--- config.mk ---
export PLATFORM = sky130hd
export DESIGN_NAME = fetch_ctrl_flat
export DESIGN_NICKNAME = d
export VERILOG_FILES = /design/src/rtl/fetch_ctrl_pkg.sv /design/src/rtl/fetch_ctrl_if.sv /design/src/rtl/fetch_ctrl_credit_cnt.sv /design/src/rtl/fetch_ctrl.sv /design/src/flat_wrapper.sv
export SDC_FILE = /design/constraint.sdc
export NUM_CORES = 1
export LEC_CHECK = 0
export BUFFER_PORTS_ARGS = -buffer_cell sky130_fd_sc_hd__buf_2
export CAP_MARGIN = 10
export CORE_AREA = 4 4 180 182
export DETAILED_ROUTE_END_ITERATION = 8
export DIE_AREA = 0 0 184 186
export REMOVE_ABC_BUFFERS = 1
export SLEW_MARGIN = 20
export SYNTH_ARGS = -nofsm -noshare
export SYNTH_HDL_FRONTEND = slang
export SYNTH_SLANG_ARGS = --single-unit
export TNS_END_PERCENT = 5
--- constraint.sdc ---
create_clock -name clk -period 6.5 [get_ports clk]
set_clock_uncertainty 0.15 [all_clocks]
set_input_delay 0.65 -clock clk [delete_from_list [all_inputs] [get_ports clk]]
set_output_delay 0.65 -clock clk [all_outputs]
set_load 0.005 [all_outputs]
--- src/rtl/fetch_ctrl_pkg.sv ---
// fetch_ctrl_pkg
//   Shared types and sizing for the fetch sequencer.
//   XLEN            address / instruction width
//   INST_FETCH_NUM  instructions per fetch group (power of 2)
//   IB_ADDR         log2 of fetch-buffer depth; FB_DEPTH is also the initial credit count
//   ib_entry_t      one fetch-buffer lane {pc, inst, valid}
//   fetch_state_t   sequencer state {REQ, WAIT, DRAIN}
package fetch_ctrl_pkg;

    localparam int XLEN           = 32;
    localparam int INST_FETCH_NUM = 4;
    localparam int IB_ADDR        = 2;
    localparam int FETCH_NUM      = INST_FETCH_NUM;
    localparam int FB_DEPTH       = 2 ** IB_ADDR;
    localparam int GRP_BYTES      = 4 * FETCH_NUM;
    localparam int GRP_SHIFT      = $clog2(GRP_BYTES);

    typedef struct packed {
        logic [XLEN-1:0] pc;
        logic [XLEN-1:0] inst;
        logic            valid;
    } ib_entry_t;

    typedef enum logic [1:0] {
        REQ   = 2'd0,
        WAIT  = 2'd1,
        DRAIN = 2'd2
    } fetch_state_t;

    // Clear the byte-offset bits inside a fetch group.
    function automatic logic [XLEN-1:0] grp_align(input logic [XLEN-1:0] addr);
        return {addr[XLEN-1:GRP_SHIFT], {GRP_SHIFT{1'b0}}};
    endfunction

endpackage

--- src/rtl/fetch_ctrl_if.sv ---
// fetch_ctrl_if
//   Bus bundle between the fetch sequencer, the I-cache and the fetch buffer.
//   master : fetch_ctrl side (drives requests and fetch-buffer writes)
//   slave  : I-cache / fetch-buffer side (drives ready, responses and dequeue)
//   Signals: icache_req_valid/addr/ready, icache_resp_valid/data,
//            fb_insts, fb_valid, fb_flush, fb_deq
interface fetch_ctrl_if;
    import fetch_ctrl_pkg::*;

    logic                        icache_req_valid;
    logic [XLEN-1:0]             icache_req_addr;
    logic                        icache_req_ready;
    logic                        icache_resp_valid;
    logic [FETCH_NUM*XLEN-1:0]   icache_resp_data;
    ib_entry_t [FETCH_NUM-1:0]   fb_insts;
    logic                        fb_valid;
    logic                        fb_flush;
    logic                        fb_deq;

    modport master (
        output icache_req_valid, icache_req_addr,
        input  icache_req_ready,
        input  icache_resp_valid, icache_resp_data,
        output fb_insts, fb_valid, fb_flush,
        input  fb_deq
    );

    modport slave (
        input  icache_req_valid, icache_req_addr,
        output icache_req_ready,
        output icache_resp_valid, icache_resp_data,
        input  fb_insts, fb_valid, fb_flush,
        output fb_deq
    );

endinterface

--- src/rtl/fetch_ctrl_credit_cnt.sv ---
// fetch_credit_cnt
//   Fetch-buffer credit counter: up/down with load-to-max on flush.
//   clk, reset : clock, synchronous active-low reset (loads MAX)
//   load_i     : reload to MAX (redirect), overrides take/give
//   take_i     : one credit reserved (request handshake)
//   give_i     : one credit returned (fetch-buffer dequeue)
//   zero_o     : no credits left
module fetch_credit_cnt
    import fetch_ctrl_pkg::*;
#(
    parameter int MAX = FB_DEPTH,
    parameter int W   = $clog2(MAX + 1)
) (
    input  logic clk,
    input  logic reset,
    input  logic load_i,
    input  logic take_i,
    input  logic give_i,
    output logic zero_o
);

    logic [W-1:0] cnt_q, cnt_d;

    always_comb begin
        cnt_d = cnt_q;
        if (load_i) begin
            cnt_d = W'(MAX);
        end else if (take_i && !give_i) begin
            if (cnt_q != '0) cnt_d = cnt_q - W'(1);
        end else if (give_i && !take_i) begin
            if (cnt_q != W'(MAX)) cnt_d = cnt_q + W'(1);
        end
    end

    always_ff @(posedge clk) begin
        if (!reset) cnt_q <= W'(MAX);
        else        cnt_q <= cnt_d;
    end

    assign zero_o = (cnt_q == '0);

endmodule

--- src/rtl/fetch_ctrl.sv ---
// fetch_ctrl
//   Fetch sequencer: owns the fetch PC, issues one group-aligned I-cache
//   request at a time, writes returned groups to the fetch buffer and
//   tracks buffer space with credits. Redirect flushes the buffer and
//   drops the stale in-flight response.
//   Ports: clk, reset (sync, active-low), redirect_valid_i, redirect_pc_i,
//          stall_i, bus (fetch_ctrl_if.master), busy_o
//   Optional macro FETCH_CTRL_PERF_EN adds perf_fetch_cnt_o / perf_stall_cnt_o.
//
//   state | meaning
//   REQ   | may issue a request for the current group
//   WAIT  | one live request outstanding
//   DRAIN | one stale request outstanding; its response is discarded
module fetch_ctrl
    import fetch_ctrl_pkg::*;
#(
    parameter logic [XLEN-1:0] RESET_PC = 32'h8000_0000
) (
    input  logic             clk,
    input  logic             reset,
    input  logic             redirect_valid_i,
    input  logic [XLEN-1:0]  redirect_pc_i,
    input  logic             stall_i,
    fetch_ctrl_if.master     bus,
    output logic             busy_o
`ifdef FETCH_CTRL_PERF_EN
    ,
    output logic [31:0]      perf_fetch_cnt_o,
    output logic [31:0]      perf_stall_cnt_o
`endif
);

    fetch_state_t              state_q;
    logic [XLEN-1:0]           pc_q;
    logic                      fb_valid_q;
    ib_entry_t [FETCH_NUM-1:0] fb_insts_q;
    ib_entry_t [FETCH_NUM-1:0] grp_d;
    logic [XLEN-1:0]           req_addr;
    logic                      req_valid;
    logic                      req_fire;
    logic                      redirect;
    logic                      cred_zero;

    assign redirect  = reset && redirect_valid_i;
    assign req_addr  = grp_align(pc_q);
    assign req_valid = reset && (state_q == REQ) && !stall_i && !redirect_valid_i && !cred_zero;
    assign req_fire  = req_valid && bus.icache_req_ready;

    assign bus.icache_req_valid = req_valid;
    assign bus.icache_req_addr  = req_addr;
    assign bus.fb_flush         = redirect;
    assign bus.fb_valid         = fb_valid_q;
    assign bus.fb_insts         = fb_insts_q;
    assign busy_o               = (state_q != REQ);

    fetch_credit_cnt #(.MAX(FB_DEPTH)) u_credit (
        .clk    (clk),
        .reset  (reset),
        .load_i (redirect),
        .take_i (req_fire),
        .give_i (bus.fb_deq),
        .zero_o (cred_zero)
    );

    // Lanes below an unaligned PC (redirect target) are marked invalid.
    always_comb begin
        logic [XLEN-1:0] lane_pc;
        grp_d = '0;
        for (int i = 0; i < FETCH_NUM; i++) begin
            lane_pc        = req_addr + XLEN'(4 * i);
            grp_d[i].pc    = lane_pc;
            grp_d[i].inst  = bus.icache_resp_data[i*XLEN +: XLEN];
            grp_d[i].valid = (lane_pc >= pc_q);
        end
    end

    always_ff @(posedge clk) begin
        if (!reset) begin
            state_q    <= REQ;
            pc_q       <= RESET_PC;
            fb_valid_q <= 1'b0;
            fb_insts_q <= '0;
        end else begin
            fb_valid_q <= 1'b0;
            if (redirect_valid_i) begin
                // req_valid is masked by redirect, so in REQ the request is
                // normally withdrawn; the fire term only matters if that changes.
                pc_q <= redirect_pc_i;
                case (state_q)
                    REQ:     state_q <= req_fire ? DRAIN : REQ;
                    default: state_q <= DRAIN;
                endcase
            end else begin
                case (state_q)
                    REQ: begin
                        if (req_fire) state_q <= WAIT;
                    end
                    WAIT: begin
                        if (bus.icache_resp_valid) begin
                            fb_valid_q <= 1'b1;
                            fb_insts_q <= grp_d;
                            // Advance from the aligned address so an unaligned
                            // redirect target does not skew the following groups.
                            pc_q       <= req_addr + XLEN'(GRP_BYTES);
                            state_q    <= REQ;
                        end
                    end
                    DRAIN: begin
                        if (bus.icache_resp_valid) state_q <= REQ;
                    end
                    default: state_q <= REQ;
                endcase
            end
        end
    end

`ifdef FETCH_CTRL_PERF_EN
    logic [31:0] perf_fetch_q;
    logic [31:0] perf_stall_q;

    always_ff @(posedge clk) begin
        if (!reset) begin
            perf_fetch_q <= '0;
            perf_stall_q <= '0;
        end else begin
            if (fb_valid_q) perf_fetch_q <= perf_fetch_q + 32'd1;
            if ((state_q == REQ) && (cred_zero || stall_i)) perf_stall_q <= perf_stall_q + 32'd1;
        end
    end

    assign perf_fetch_cnt_o = perf_fetch_q;
    assign perf_stall_cnt_o = perf_stall_q;
`endif

endmodule
--- src/flat_wrapper.sv ---
// flat-port wrapper written by rule: the top's interface ports become plain ports
module fetch_ctrl_flat import fetch_ctrl_pkg::*;
#(
    parameter logic [XLEN-1:0] RESET_PC = 32'h8000_0000
)
  (clk, reset, redirect_valid_i, redirect_pc_i, stall_i, busy_o, bus_icache_req_valid, bus_icache_req_addr, bus_icache_req_ready, bus_icache_resp_valid, bus_icache_resp_data, bus_fb_insts, bus_fb_valid, bus_fb_flush, bus_fb_deq);
  fetch_ctrl_if bus_i ();
  input  logic clk;
  input  logic reset;
  input  logic redirect_valid_i;
  input  logic [XLEN-1:0] redirect_pc_i;
  input  logic stall_i;
  output logic busy_o;
  output wire logic [$bits(bus_i.icache_req_valid)-1:0] bus_icache_req_valid;
  output wire logic [$bits(bus_i.icache_req_addr)-1:0] bus_icache_req_addr;
  input wire logic [$bits(bus_i.icache_req_ready)-1:0] bus_icache_req_ready;
  input wire logic [$bits(bus_i.icache_resp_valid)-1:0] bus_icache_resp_valid;
  input wire logic [$bits(bus_i.icache_resp_data)-1:0] bus_icache_resp_data;
  output wire logic [$bits(bus_i.fb_insts)-1:0] bus_fb_insts;
  output wire logic [$bits(bus_i.fb_valid)-1:0] bus_fb_valid;
  output wire logic [$bits(bus_i.fb_flush)-1:0] bus_fb_flush;
  input wire logic [$bits(bus_i.fb_deq)-1:0] bus_fb_deq;
  assign bus_icache_req_valid = bus_i.icache_req_valid;
  assign bus_icache_req_addr = bus_i.icache_req_addr;
  assign bus_i.icache_req_ready = bus_icache_req_ready;
  assign bus_i.icache_resp_valid = bus_icache_resp_valid;
  assign bus_i.icache_resp_data = bus_icache_resp_data;
  assign bus_fb_insts = bus_i.fb_insts;
  assign bus_fb_valid = bus_i.fb_valid;
  assign bus_fb_flush = bus_i.fb_flush;
  assign bus_i.fb_deq = bus_fb_deq;
  fetch_ctrl #(.RESET_PC(RESET_PC)) u_core (.clk(clk), .reset(reset), .redirect_valid_i(redirect_valid_i), .redirect_pc_i(redirect_pc_i), .stall_i(stall_i), .bus(bus_i), .busy_o(busy_o));
endmodule
Word-level counts from Yosys, hierarchy flattened
Index checks and enable logic that the tools add are counted.
W data, S select, Z words.
{ "word_totals": {"regBits": 294, "output_inout_bits": 296, "elab_cells": 77} }
{ "op_classes": {"addsub": 6, "magnitude_cmp": 4, "n_eq_ne": 6, "mux": 14, "n_bitwise": 3, "n_reduce_logical": 28} }
{ "ops": {"columns": ["cell", "n"], "rows": [
  ["$ge A32 B32 Y1", 4],
  ["$mux W32", 3],
  ["$add A32 B4 Y32 const B", 2],
  ["$add A32 B3 Y32 const B", 1],
  ["$add A32 B5 Y32 const B", 1],
  ["$mux W3", 4],
  ["$mux W2", 5],
  ["$reduce_bool A2 Y1", 5],
  ["$logic_and A1 B1 Y1", 8],
  ["$reduce_and A3 Y1", 2],
  ["$logic_not A1 Y1", 5],
  ["$pmux W2 S2", 1],
  ["$reduce_and A2 Y1", 2],
  ["$reduce_or A2 Y1", 2],
  ["$add A3 B1 Y3 const B", 1],
  ["$logic_not A3 Y1", 1],
  ["$ne A3 B1 Y1 const B", 1],
  ["$ne A3 B2 Y1 const B", 1],
  ["$ne A3 B3 Y1 const B", 1],
  ["$not A1 Y1", 3],
  ["$reduce_bool A3 Y1", 1],
  ["$reduce_or A3 Y1", 1],
  ["$sub A3 B1 Y3 const B", 1],
  ["$eq A2 B1 Y1 const B", 1],
  ["other kinds (4)", 4]
]} }

Depth between registers and ports, before layout
Gate-level depths: netlist (run 1).
{ "logic_depth": {"word_depth": 10, "mapped_depth": 11, "ltp_nobuf": 11} }

Modules after synthesis
From an unflattened synthesis (run 1), not the netlist that was laid out.
{ "hier_totals": {"hier_cells": 1064, "area_unflattened_um2": 8888.5} }
{ "by_module_without_submodules": {"columns": ["mod", "instances", "cells_per_inst", "area_each_um2", "seq_area_each_um2"], "rows": [
  ["fetch_ctrl", 1, 1038, 8680.8, 3923.8],
  ["fetch_credit_cnt", 1, 26, 207.7, 60.1]
]} }

Worst setup path before layout (run 1)
Ideal clock, no wire load.
{ "synth_timing": {"kind": "input port to flip-flop", "startpoint": "input redirect_valid_i", "endpoint": "register u_core.u_credit.cnt_q[2]", "arrival_ps": 2526, "path_slack_ps": 3695, "path_stages": 10, "path_cell_list": "clkbuf_1 -> nand2b_1 -> nor4_1 -> ha_1 -> inv_1 -> fa_1 -> xor2_1 -> a211oi_1 -> xnor2_1 -> nand2_1"} }
{ "synth_via": {"elab_chain_cells": 8, "elab_cells_between_ends": 14} }
{ "synth_lines": {"columns": ["element", "line", "source"], "rows": [
  ["from (decl)", "flat_wrapper.sv:10", "input logic redirect_valid_i;"],
  ["$logic_not A1 Y1", "fetch_ctrl.sv:46", "assign req_valid = reset && (state_q == REQ) && !stall_i && !redirect_valid_i && !cred_zero;"],
  ["$logic_and A1 B1 Y1 (2 in a row)", "fetch_ctrl.sv:46", null],
  ["$logic_and A1 B1 Y1", "fetch_ctrl.sv:47", "assign req_fire = req_valid && bus.icache_req_ready;"],
  ["$logic_not A1 Y1", "fetch_ctrl_credit_cnt.sv:30", "end else if (give_i && !take_i) begin"],
  ["$logic_and A1 B1 Y1", "fetch_ctrl_credit_cnt.sv:30", null],
  ["$reduce_bool A2 Y1 (no line)", null, null],
  ["$reduce_and A3 Y1 (no line)", null, null],
  ["to (signal assigned)", "fetch_ctrl_credit_cnt.sv:36", "if (!reset) cnt_q <= W'(MAX);"],
  ["to (signal assigned)", "fetch_ctrl_credit_cnt.sv:37", "else cnt_q <= cnt_d;"],
  ["to (decl)", "fetch_ctrl_credit_cnt.sv:22", "logic [W-1:0] cnt_q, cnt_d;"]
]} }
Parallel ways exist; a longest one is shown, timed or not.
A chain may end at the register's enable or synchronous reset.

Worst setup path after layout (run 1)
{ "layout_timing": {"startpoint": "input reset", "endpoint": "register u_core.u_credit.cnt_q[2]"} }
{ "layout_via": {"elab_chain_cells": 9, "elab_cells_between_ends": 16} }
{ "layout_lines": {"columns": ["element", "line", "source"], "rows": [
  ["from (decl)", "flat_wrapper.sv:9", "input logic reset;"],
  ["$logic_and A1 B1 Y1 (4 in a row)", "fetch_ctrl.sv:46", null],
  ["$logic_and A1 B1 Y1", "fetch_ctrl.sv:47", null],
  ["$logic_not A1 Y1", "fetch_ctrl_credit_cnt.sv:30", null],
  ["$logic_and A1 B1 Y1", "fetch_ctrl_credit_cnt.sv:30", null],
  ["$reduce_bool A2 Y1 (no line)", null, null],
  ["$reduce_and A3 Y1 (no line)", null, null]
]} }
Parallel ways exist; a longest one is shown, timed or not.

==> impl_results.md, run 1 <==
- Port Buffers: 446
- Worst path arrival time: 3.50 ns
- Worst r2r src: u_core.state_q[1]$_SDFFE_PN0P_
- Vias in the first global route: 7544
- Max incr delay on CP: 0.59 ns
- CP Capture Type: flip-flop
- CP max stage cell: buf_4
- Antenna violations before repair: 3
- DR iter-0 viols: 350
- Yosys reg bits: 199
- Synth top cells by count: 342 x nand2_1, 199 x dfxtp_1, 156 x a21boi_0
- Layout cells sized above 1: 34.6%
- Crit Path Max Fanout: 91
- Post-route ant nets: 0
- Seq/Total Area, Yosys: 43.9%
- Hold Path Class: primary input to flip-flop
- Total GRT Usage: 15.3%
- Root Driver: clkbuf_16
- Layout Nets: 1564
- Worst-path clk slew: 0.08 ns
- Worst vdd ir: 0.155 mV
- Hold Path Depth: 2
- Mapped cell area: 9070 µm²
- Synthesized area per cell: 8.21 µm²
- Fmax: 299 MHz
- Deepest clock path buffer count: 2
- Endpoints failing hold: 0
- Top_reg_cell synth: dfxtp_1
- DR vias/cell: 4.54
- Clock sink count: 199
- Share of the synthesized area in the top cell type: 43.9%
- H-tree depth: 4
- Vias post-DR: 8176
- PostCTS Resize Cnt: 0
- P_leak: 5.05 nW
- Data required, critical path: 6.66 ns
- Worst-margin pin slew: 0.962 ns
- Routed WL per cell: 15.6 µm
- Initial Util: 29.7%
- Post-DP HPWL: 20300 µm
- GRT Residual Overflow: 0
- Die H: 186 µm
- Worst-Skew Late Latency: 0.43 ns
- Stages on worst setup path: 10
- Post-synth top area cell: dfxtp_1
- Final setup vio count: 0
- CP cell instances: buf_4 > nand2b_1 > nor4_1 > ha_1 > inv_1 > fa_1 > xor2_1 > a211oi_1 > xnor2_1 > nand2_1
- Worst path buffer plus inverter count: 2
- RSZ-0062 raised after global routing: false
- Hold buffers post-CTS: 0
- Setup slack, reg-to-reg: 3.83 ns
- CP Launch Type: primary input
- Die area: 34200 µm²
- CP endpoint: u_core.u_credit.cnt_q[2]$_SDFFE_PP1P_
- Post-Route WL: 28200 µm
- R2R Path End: u_core.u_credit.cnt_q[2]$_SDFFE_PP1P_
- Worst r2r path cells: 11
- Max Cap Violations: 0
- Synth Instances: 1106
- Min Hold Slack: 0.265 ns
- Worst Path Class, Setup: primary input to flip-flop
- Crit path from: reset
- Die width: 184 µm
- First-pass DRT Iterations: 5
- Status: finished, final reports clean
- Family with the most delay on the worst path: simple AND/OR/NAND/NOR gates
- Cell row count: 64
- Ratio of final minimum period to clock period: 51.4%
- Post-synth ARST share: 0%
- Synth warn: 0
- Slew headroom: 35.8%
- RePlAce Congestion: 0.821
- Count leader, synth: nand2_1
- Tmin final: 3.34 ns
- Synth area leaders: dfxtp_1 44%, nand2_1 14%, a21boi_0 13%, buf_4 11%, clkbuf_1 2.3%
- Setup TNS Final: 0 ns
- Largest net degree at the start of global routing: 144
- Global-route wire length before repair: 42000 µm
- CTS tree: done
- EDFF count, synth: 0
- Core area: 30600 µm²
- Area growth from synthesis to layout: 23.8%
- Cell variety after synth: 54
- Top Ports: 463
- Final Max Tran Viols: 0
- DRC Markers: 0
- Power Density: 222 nW/µm²
- Setup Buffers After CTS: 0
- Num CTS Buffers: 17
[flip-flops by register name, indices dropped and copies added (netlist names)]
signal	flops
u_core.pc_q	32
u_core.bus.fb_valid	1
u_core.u_credit.cnt_q	3
u_core.bus.fb_insts	161
u_core.state_q	2
[metal layers]
metal | vias to the layer above | global-route usage, % | share of wire, %
met2 | 330 | 25.9 | 48
met3 | 31 | 4.32 | 8.7
met1 | 3720 | 19.0 | 41
met4 | 4 | 4.50 | 1.7
met5 | - | 0 | 0.078
li1 | 4091 | - | -
[how the worst min path moves through the flow]
| stage | startpoint | to | slack (ns) |
|---|---|---|---|
| floorplan | u_core.pc_q[2]$_SDFFE_PN0P_ | u_core.pc_q[2]$_SDFFE_PN0P_ | 0.31 |
| finish | redirect_pc_i[19] | u_core.pc_q[19]$_SDFFE_PN0P_ | 0.27 |
| global route | redirect_pc_i[19] | u_core.pc_q[19]$_SDFFE_PN0P_ | 0.24 |
| detailed placement | u_core.bus.fb_insts[27]$_SDFFE_PN0P_ | u_core.bus.fb_insts[27]$_SDFFE_PN0P_ | 0.31 |
| global placement | u_core.bus.fb_insts[5]$_SDFFE_PN0P_ | u_core.bus.fb_insts[5]$_SDFFE_PN0P_ | 0.30 |
| CTS | redirect_pc_i[24] | u_core.pc_q[24]$_SDFFE_PN0P_ | 0.24 |
[layout make-up]
| class | instances | area [µm²] |
|---|---|---|
| Inverter | 12 | 45.0 |
| Timing Repair Buffer | 450 | 2280 |
| Fill cell | 3248 | 19400 |
| Antenna cell | 1 | 2.50 |
| Clock inverter | 13 | 139 |
| Multi-Input combinational cell | 712 | 3840 |
| Sequential cell | 199 | 3980 |
| Clock buffer | 19 | 453 |
| Tap cell | 396 | 495 |
[cells in the final DEF, fill, tap and decap left out, types with 8 or more instances in the layout]
master and count:
nand3_1 10, buf_2 445, clkbuf_16 17, nand2_1 342
nor2_1 15, dfxtp_1 199, nand4_1 12, xnor2_1 8
a31oi_1 9, nor3_1 14, a21oi_1 17, a211oi_1 8
inv_1 11, conb_1 16, a21boi_0 156, o21ai_0 22
[cell families (layout without fill, tap and decap cells)]
logic type / Yosys count / in the layout / synth area share, %
compound gates: 238 / 238 / 18.8
mux: 1 / 1 / 0.110
buf+inv: 210 / 494 / 14.5
flops: 199 / 199 / 43.9
other cells: 1 / 17 / 0.0413
fa+ha+maj: 5 / 5 / 0.772
xor+xnor: 14 / 14 / 1.35
simple gates: 438 / 438 / 20.5
[stage by stage]
step                setup WS [ns]  power [mW]  cells  util (%)  cell area [µm²]
floorplan                    1.84        1.33    923         -             7860
global placement             2.70        1.44   1769      34.8            10600
detailed placement           2.61        1.44   1769      34.8            10600
CTS                          3.11        2.54   1801      36.7            11200
global route                 2.85        2.61   1802      36.7            11200
finish                       3.16        2.50   1802      36.7            11200
[report_power, final]
part           leakage, nW  internal, mW  total [mW]  switching [mW]
logic                 3.15        0.0780       0.150          0.0718
registers             1.61          1.23        1.26          0.0267
clock network        0.286         0.563        1.08           0.522
total                 5.05          1.87        2.50           0.620
No activity file was read; power rests on OpenSTA's default activity.
==> run 2: changes to the inputs <==
- clock period: 6.5 -> 3.16 ns (I/O delays scaled with it)
==> impl_results.md, run 2 (synthesized netlist as in run 1, its figures left out) <==
- Status: finished, final reports clean
- Worst-Skew Late Latency: 0.45 ns (+0.02 ns)
- Worst r2r src: u_core.state_q[1]$_SDFFE_PN0P_
- Post-Route WL: 29600 µm (+5.1%)
- CTS tree: done
- DR iter-0 viols: 396 (+13%)
- Deepest clock path buffer count: 2 (unchanged)
- Layout cells sized above 1: 31.5% (-3.1 points)
- CP Capture Type: flip-flop
- Worst path arrival time: 2.90 ns (-0.60 ns)
- Post-DP Area: 10700 µm² (+0.78%)
- P_int: 4.02 mW (+110%)
- Die area: 34200 µm² (unchanged)
- Crit Path Max Fanout: 4 (-96%)
- Core area: 30600 µm² (unchanged)
- Fmax: 366 MHz
- DR vias/cell: 4.54 (+0.17%)
- Util after Layout: 41.7% (+5.0 points)
- RSZ-0062 raised after global routing: false
- Cell Count, Final, Fillers Out: 1953 (+8.4%)
- Data required, critical path: 3.34 ns (-3.32 ns)
- Clock sink count: 199 (unchanged)
- Antenna violations before repair: 0 (-3)
- Max Cap Violations: 0 (unchanged)
- Hold Path Class: primary input to flip-flop
- Max FFs per register: 161 (unchanged)
- Gate power share: 8.7% (+2.7 points)
- Max incr delay on CP: 0.37 ns (-0.22 ns)
- GRT Residual Overflow: 0 (unchanged)
- Setup TNS Final: 0 ns (unchanged)
- Worst Path Class, Setup: flip-flop to flip-flop
- Setup Buffers After CTS: 0 (unchanged)
- Vias in the first global route: 8649 (+15%)
- Worst setup slack after layout: 0.431 ns (-2.73 ns)
- Num CTS Buffers: 17 (unchanged)
- CP cell instances: inv_1 > ha_1 > nand2b_1 > nor4_1 > ha_1 > inv_1 > fa_1 > xor2_1 > a211oi_1 > xnor2_1 > nand2_1
- Commonest non-fill, non-tap cell in the layout: buf_2
- Worst-path clk slew: 0.08 ns (about the same)
- First-pass DRT Iterations: 4 (-1)
- H-tree depth: 4 (unchanged)
- Final Power: 5.26 mW (+110%)
- Clock power share: 42.0% (-1.5 points)
- Port Buffers: 446 (unchanged)
- Slew headroom: 37.2% (+1.4 points)
- CP endpoint: u_core.u_credit.cnt_q[2]$_SDFFE_PP1P_
- Cell row count: 64 (unchanged)
- Worst-margin pin slew: 0.943 ns (-0.0198 ns)
- Vias post-DR: 8876 (+8.6%)
- Endpoints failing hold: 0 (unchanged)
- Post-route ant nets: 0 (unchanged)
- CP Launch Type: flip-flop
- Area growth from synthesis to layout: 40.6%
- Power Density: 412 nW/µm² (+86%)
- Final setup vio count: 0 (unchanged)
- Worst vdd ir: 0.330 mV (+110%)
- P_leak: 5.68 nW (+13%)
- RePlAce Congestion: 0.815 (-0.78%)
- Root Driver: clkbuf_16
- Die H: 186 µm (unchanged)
- Switching fraction of total power: 23.7% (-1.2 points)
- Commonest non-fill, non-tap cells in the layout: 445 x buf_2, 342 x nand2_1, 199 x dfxtp_1
- R2R Path End: u_core.u_credit.cnt_q[2]$_SDFFE_PP1P_
- Post-route cell area: 12800 µm² (+14%)
- Total GRT Usage: 16.2% (+0.95 points)
- Ratio of final minimum period to clock period: 86.4%
- Dpl cells: 1775 (+0.34%)
- Die width: 184 µm (unchanged)
- Initial Util: 29.7% (unchanged)
- DRC Markers: 0 (unchanged)
- Crit path from: u_core.state_q[1]$_SDFFE_PN0P_
- Fill cell total of the finished layout: 3057 (-5.9%)
- Hold buffers post-CTS: 145 (+145)
- Sequential power share: 49.3% (-1.2 points)
- Final Max Tran Viols: 0 (unchanged)
- Dpl ws: 0.449 ns (-2.16 ns)
- PostCTS Resize Cnt: 0 (unchanged)
- Switch Pwr: 1.25 mW (+100%)
- Min Hold Slack: 0.0284 ns (-0.237 ns)
- Tmin final: 2.73 ns
- Global-route wire length before repair: 45000 µm (+7.1%)
- Largest net degree at the start of global routing: 107 (-26%)
- Setup slack, reg-to-reg: 0.43 ns (-3.40 ns)
- Routed WL per cell: 15.2 µm (-3.1%)
- CP max stage cell: fa_1
- Worst r2r path cells: 11 (unchanged)
- Layout Nets: 1715 (+9.7%)
- Top Ports: 463 (unchanged)
- Post-DP HPWL: 20800 µm (+2.2%)
[run 2: cell count changes in the layout (fill, tap and decap cells not counted), moves of 2 or more]
cell           change
clkinvlp_4         +3
dlygate4sd3_1    +145
clkbuf_1           +2
buf_12             +3
buf_4              +3
clkinv_4           -3
[run 2: worst min path at each step]
stage | from | end | slack (ns) | cells past startpoint
after global placement | u_core.bus.fb_insts[217]$_SDFFE_PN0P_ | u_core.bus.fb_insts[217]$_SDFFE_PN0P_ | 0.30 | 2
after global routing | bus_icache_resp_data[20] | u_core.bus.fb_insts[21]$_SDFFE_PN0P_ | 0.02 | 3
after CTS | bus_icache_resp_data[20] | u_core.bus.fb_insts[21]$_SDFFE_PN0P_ | 0.007 | 3
final | bus_icache_resp_data[20] | u_core.bus.fb_insts[21]$_SDFFE_PN0P_ | 0.03 | 3
after detailed placement | u_core.bus.fb_insts[10]$_SDFFE_PN0P_ | u_core.bus.fb_insts[10]$_SDFFE_PN0P_ | 0.30 | 2
after floorplan | redirect_pc_i[24] | u_core.pc_q[24]$_SDFFE_PN0P_ | 0.28 | 2
[run 2: cell type report]
| cell class | instances | area, µm² | area share (%) |
|---|---|---|---|
| clock inverter | 12 | 140 | 1.10 |
| tap | 396 | 495 | 3.88 |
| antenna | 1 | 2.50 | 0.0196 |
| inverter | 12 | 45.0 | 0.353 |
| sequential | 199 | 3980 | 31.2 |
| clock buffer | 20 | 447 | 3.50 |
| multi-input combinational | 712 | 3840 | 30.1 |
| timing repair buffer | 601 | 3810 | 29.9 |
[run 2: critical path: cells and delay by family, from the launching register on]
family	cells	cell delay, ns
compound gates	1	0.25
xor+xnor	2	0.30
fa+ha+maj	3	0.91
buf+inv	2	0.16
flops	1	0.30
simple gates	3	0.52
[run 2: per-layer routing]
| layer | GRT usage, % | up-vias | wire, µm |
|---|---|---|---|
| li1 | - | 4398 | - |
| met1 | 18.8 | 4110 | 12000 |
| met2 | 29.0 | 324 | 14800 |
| met3 | 4.20 | 44 | 2150 |
| met4 | 5.86 | 0 | 610 |
| met5 | 0 | - | 0 |
[run 2: power groups by stage]
stage	clock network (mW)	logic (mW)	registers (mW)
after floorplan	0	0.106	2.64
after global placement	0	0.315	2.65
after detailed placement	0	0.315	2.65
after CTS	2.28	0.459	2.59
after global routing	2.36	0.504	2.60
final	2.21	0.460	2.59
==> run 3: changes to the inputs <==
- CELL_PAD_IN_SITES_DETAIL_PLACEMENT: unset -> 0
- CELL_PAD_IN_SITES_GLOBAL_PLACEMENT: unset -> 1
- CORE_AREA: 4 4 180 182 -> 4 4 179 181
- DIE_AREA: 0 0 184 186 -> 0 0 183 185
- PLACE_DENSITY_LB_ADDON: unset -> 0.1
==> impl_results.md, run 3 (synthesized netlist as in run 1, its figures left out) <==
- Layout Nets: 1714 (-0.058%)
- Die H: 185 µm (-0.54%)
- Antenna violations before repair: 2 (+2)
- Total GRT Usage: 17.8% (+1.6 points)
- Commonest non-fill, non-tap cells in the layout: 445 x buf_2, 342 x nand2_1, 199 x dfxtp_1
- Worst path arrival time: 2.89 ns (about the same)
- Global-route wire length before repair: 48000 µm (+6.6%)
- Top Ports: 463 (unchanged)
- Met3 WL: 1880 µm (-13%)
- Dpl ws: 0.425 ns (-0.0243 ns)
- First-pass DRT Iterations: 4 (unchanged)
- Core area: 30400 µm² (-0.52%)
- Commonest non-fill, non-tap cell in the layout: buf_2
- Final setup vio count: 0 (unchanged)
- Layout cells sized above 1: 31.7% (+0.23 points)
- Post-DP HPWL: 22600 µm (+8.6%)
- Worst-margin pin slew: 1.01 ns (+0.0670 ns)
- Hold Path Class: primary input to flip-flop
- Port Buffers: 446 (unchanged)
- Crit Path Max Fanout: 4 (unchanged)
- Power Density: 416 nW/µm² (+0.98%)
- DRC Markers: 0 (unchanged)
- Root Driver: clkbuf_16
- Die area: 33900 µm² (-1.1%)
- Die width: 183 µm (-0.54%)
- Initial Util: 29.8% (+0.16 points)
- Fill cell total of the finished layout: 3245 (+6.1%)
- Max Cap Violations: 0 (unchanged)
- Final Max Tran Viols: 0 (unchanged)
- Vias post-DR: 8550 (-3.7%)
- Ratio of final minimum period to clock period: 86.5% (+0.12 points)
- Worst setup slack after layout: 0.427 ns (-0.00386 ns)
- Min Hold Slack: 0.0250 ns (-0.00348 ns)
- Cell row count: 64 (unchanged)
- Fmax: 366 MHz (-0.14%)
- Routed WL per cell: 16.5 µm (+8.7%)
- Deepest clock path buffer count: 2 (unchanged)
- Max FFs per register: 161 (unchanged)
- GRT Residual Overflow: 0 (unchanged)
- Worst-Skew Late Latency: 0.44 ns (about the same)
- Area growth from synthesis to layout: 40.3%
- Worst Path Class, Setup: flip-flop to flip-flop
- RSZ-0062 raised after global routing: false
- CP Capture Type: flip-flop
- Tmin final: 2.73 ns (+0.00386 ns)
- CP Launch Type: flip-flop
- CTS tree: done
- Highest metal used: met5
- Post-Route WL: 32100 µm (+8.6%)
- Slew headroom: 32.7% (-4.5 points)
- Data required, critical path: 3.31 ns (-0.03 ns)
- DR vias/cell: 4.38 (-3.6%)
- Vias in the first global route: 8077 (-6.6%)
- Largest net degree at the start of global routing: 192 (+79%)
- DR WL met2: 16000 µm (+8.5%)
- H-tree depth: 4 (unchanged)
- Post-route ant nets: 0 (unchanged)
- DR iter-0 viols: 356 (-10%)
- Worst vdd ir: 0.350 mV (+6.1%)
- Status: finished, final reports clean
- Num CTS Buffers: 17 (unchanged)
- Worst-path clk slew: 0.08 ns (about the same)
- P_leak: 5.68 nW (+0.11%)
- Endpoints failing hold: 0 (unchanged)
- Metal1 wirelength: 13800 µm (+15%)
- PostCTS Resize Cnt: 0 (unchanged)
- RePlAce Congestion: 0.755 (-7.3%)
- Clock sink count: 199 (unchanged)
==> run 3: timing repair <==
item / in CTS / in global routing
hold buffers: 142 / 0
hold endpoints to repair: 142 / 0
buffers inserted: 0 / 0
==> run 3: final cells by class <==
class                   instances  area (µm²)  area share [%]
repair buffers                600        3780            29.7
diodes                          1        2.50          0.0196
multi-input cells             712        3840            30.1
inverters                      12        45.0           0.354
well taps                     396         495            3.89
clock buffers                  17         425            3.34
flip-flops and latches        199        3980            31.3
clock inverters                14         161            1.27
==> run 3: power breakdown <==
part | leakage (nW) | internal (mW) | switching, mW | total [mW]
Clock | 0.286 | 1.13 | 1.12 | 2.25
Sequential | 1.61 | 2.54 | 0.0562 | 2.59
Combinational | 3.79 | 0.280 | 0.183 | 0.463
Total | 5.68 | 3.95 | 1.36 | 5.30
==> run 3: path summary, 6_finish.rpt <==
| kind | slack, ns | from | cells after the start | to |
|---|---|---|---|---|
| worst min-delay path | 0.02 | bus_icache_resp_data[41] | 3 | u_core.bus.fb_insts[75]$_SDFFE_PN0P_ |
| worst min register to register | 0.31 | u_core.bus.fb_insts[80]$_SDFFE_PN0P_ | 2 | u_core.bus.fb_insts[80]$_SDFFE_PN0P_ |
| worst max-delay path | 0.43 | u_core.state_q[1]$_SDFFE_PN0P_ | 11 | u_core.u_credit.cnt_q[2]$_SDFFE_PP1P_ |
| worst max register to register | 0.43 | u_core.state_q[1]$_SDFFE_PN0P_ | 11 | u_core.u_credit.cnt_q[2]$_SDFFE_PP1P_ |
==> run 3: metal layers <==
layer  GRT usage (%)  up-vias
met5               0        -
met4            3.93        2
met2            31.4      244
li1                -     4391
met3            3.53       26
met1            22.6     3887
==> run 3: per-stage QoR <==
| step | setup TNS [ns] | total power, mW | std cells | instance area, µm² | util, % |
|---|---|---|---|---|---|
| finish | 0 | 5.30 | 1951 | 12700 | 41.9 |
| global route | 0 | 5.54 | 1951 | 12700 | 41.9 |
| CTS | 0 | 5.42 | 1950 | 12700 | 41.8 |
| floorplan | -150.68 | 2.75 | 923 | 7860 | - |
| detailed placement | 0 | 2.98 | 1777 | 10700 | 35.2 |
| global placement | 0 | 2.98 | 1777 | 10700 | 35.2 |
==> run 3: worst max-delay path: stages, from the launching register on <==
cell      delay (ns)
dfxtp_1         0.30
inv_1           0.09
ha_1            0.22
nand2b_1        0.09
nor4_1          0.40
ha_1            0.30
inv_1           0.07
fa_1            0.37
xor2_1          0.15
a211oi_1        0.25
xnor2_1         0.15
nand2_1         0.06
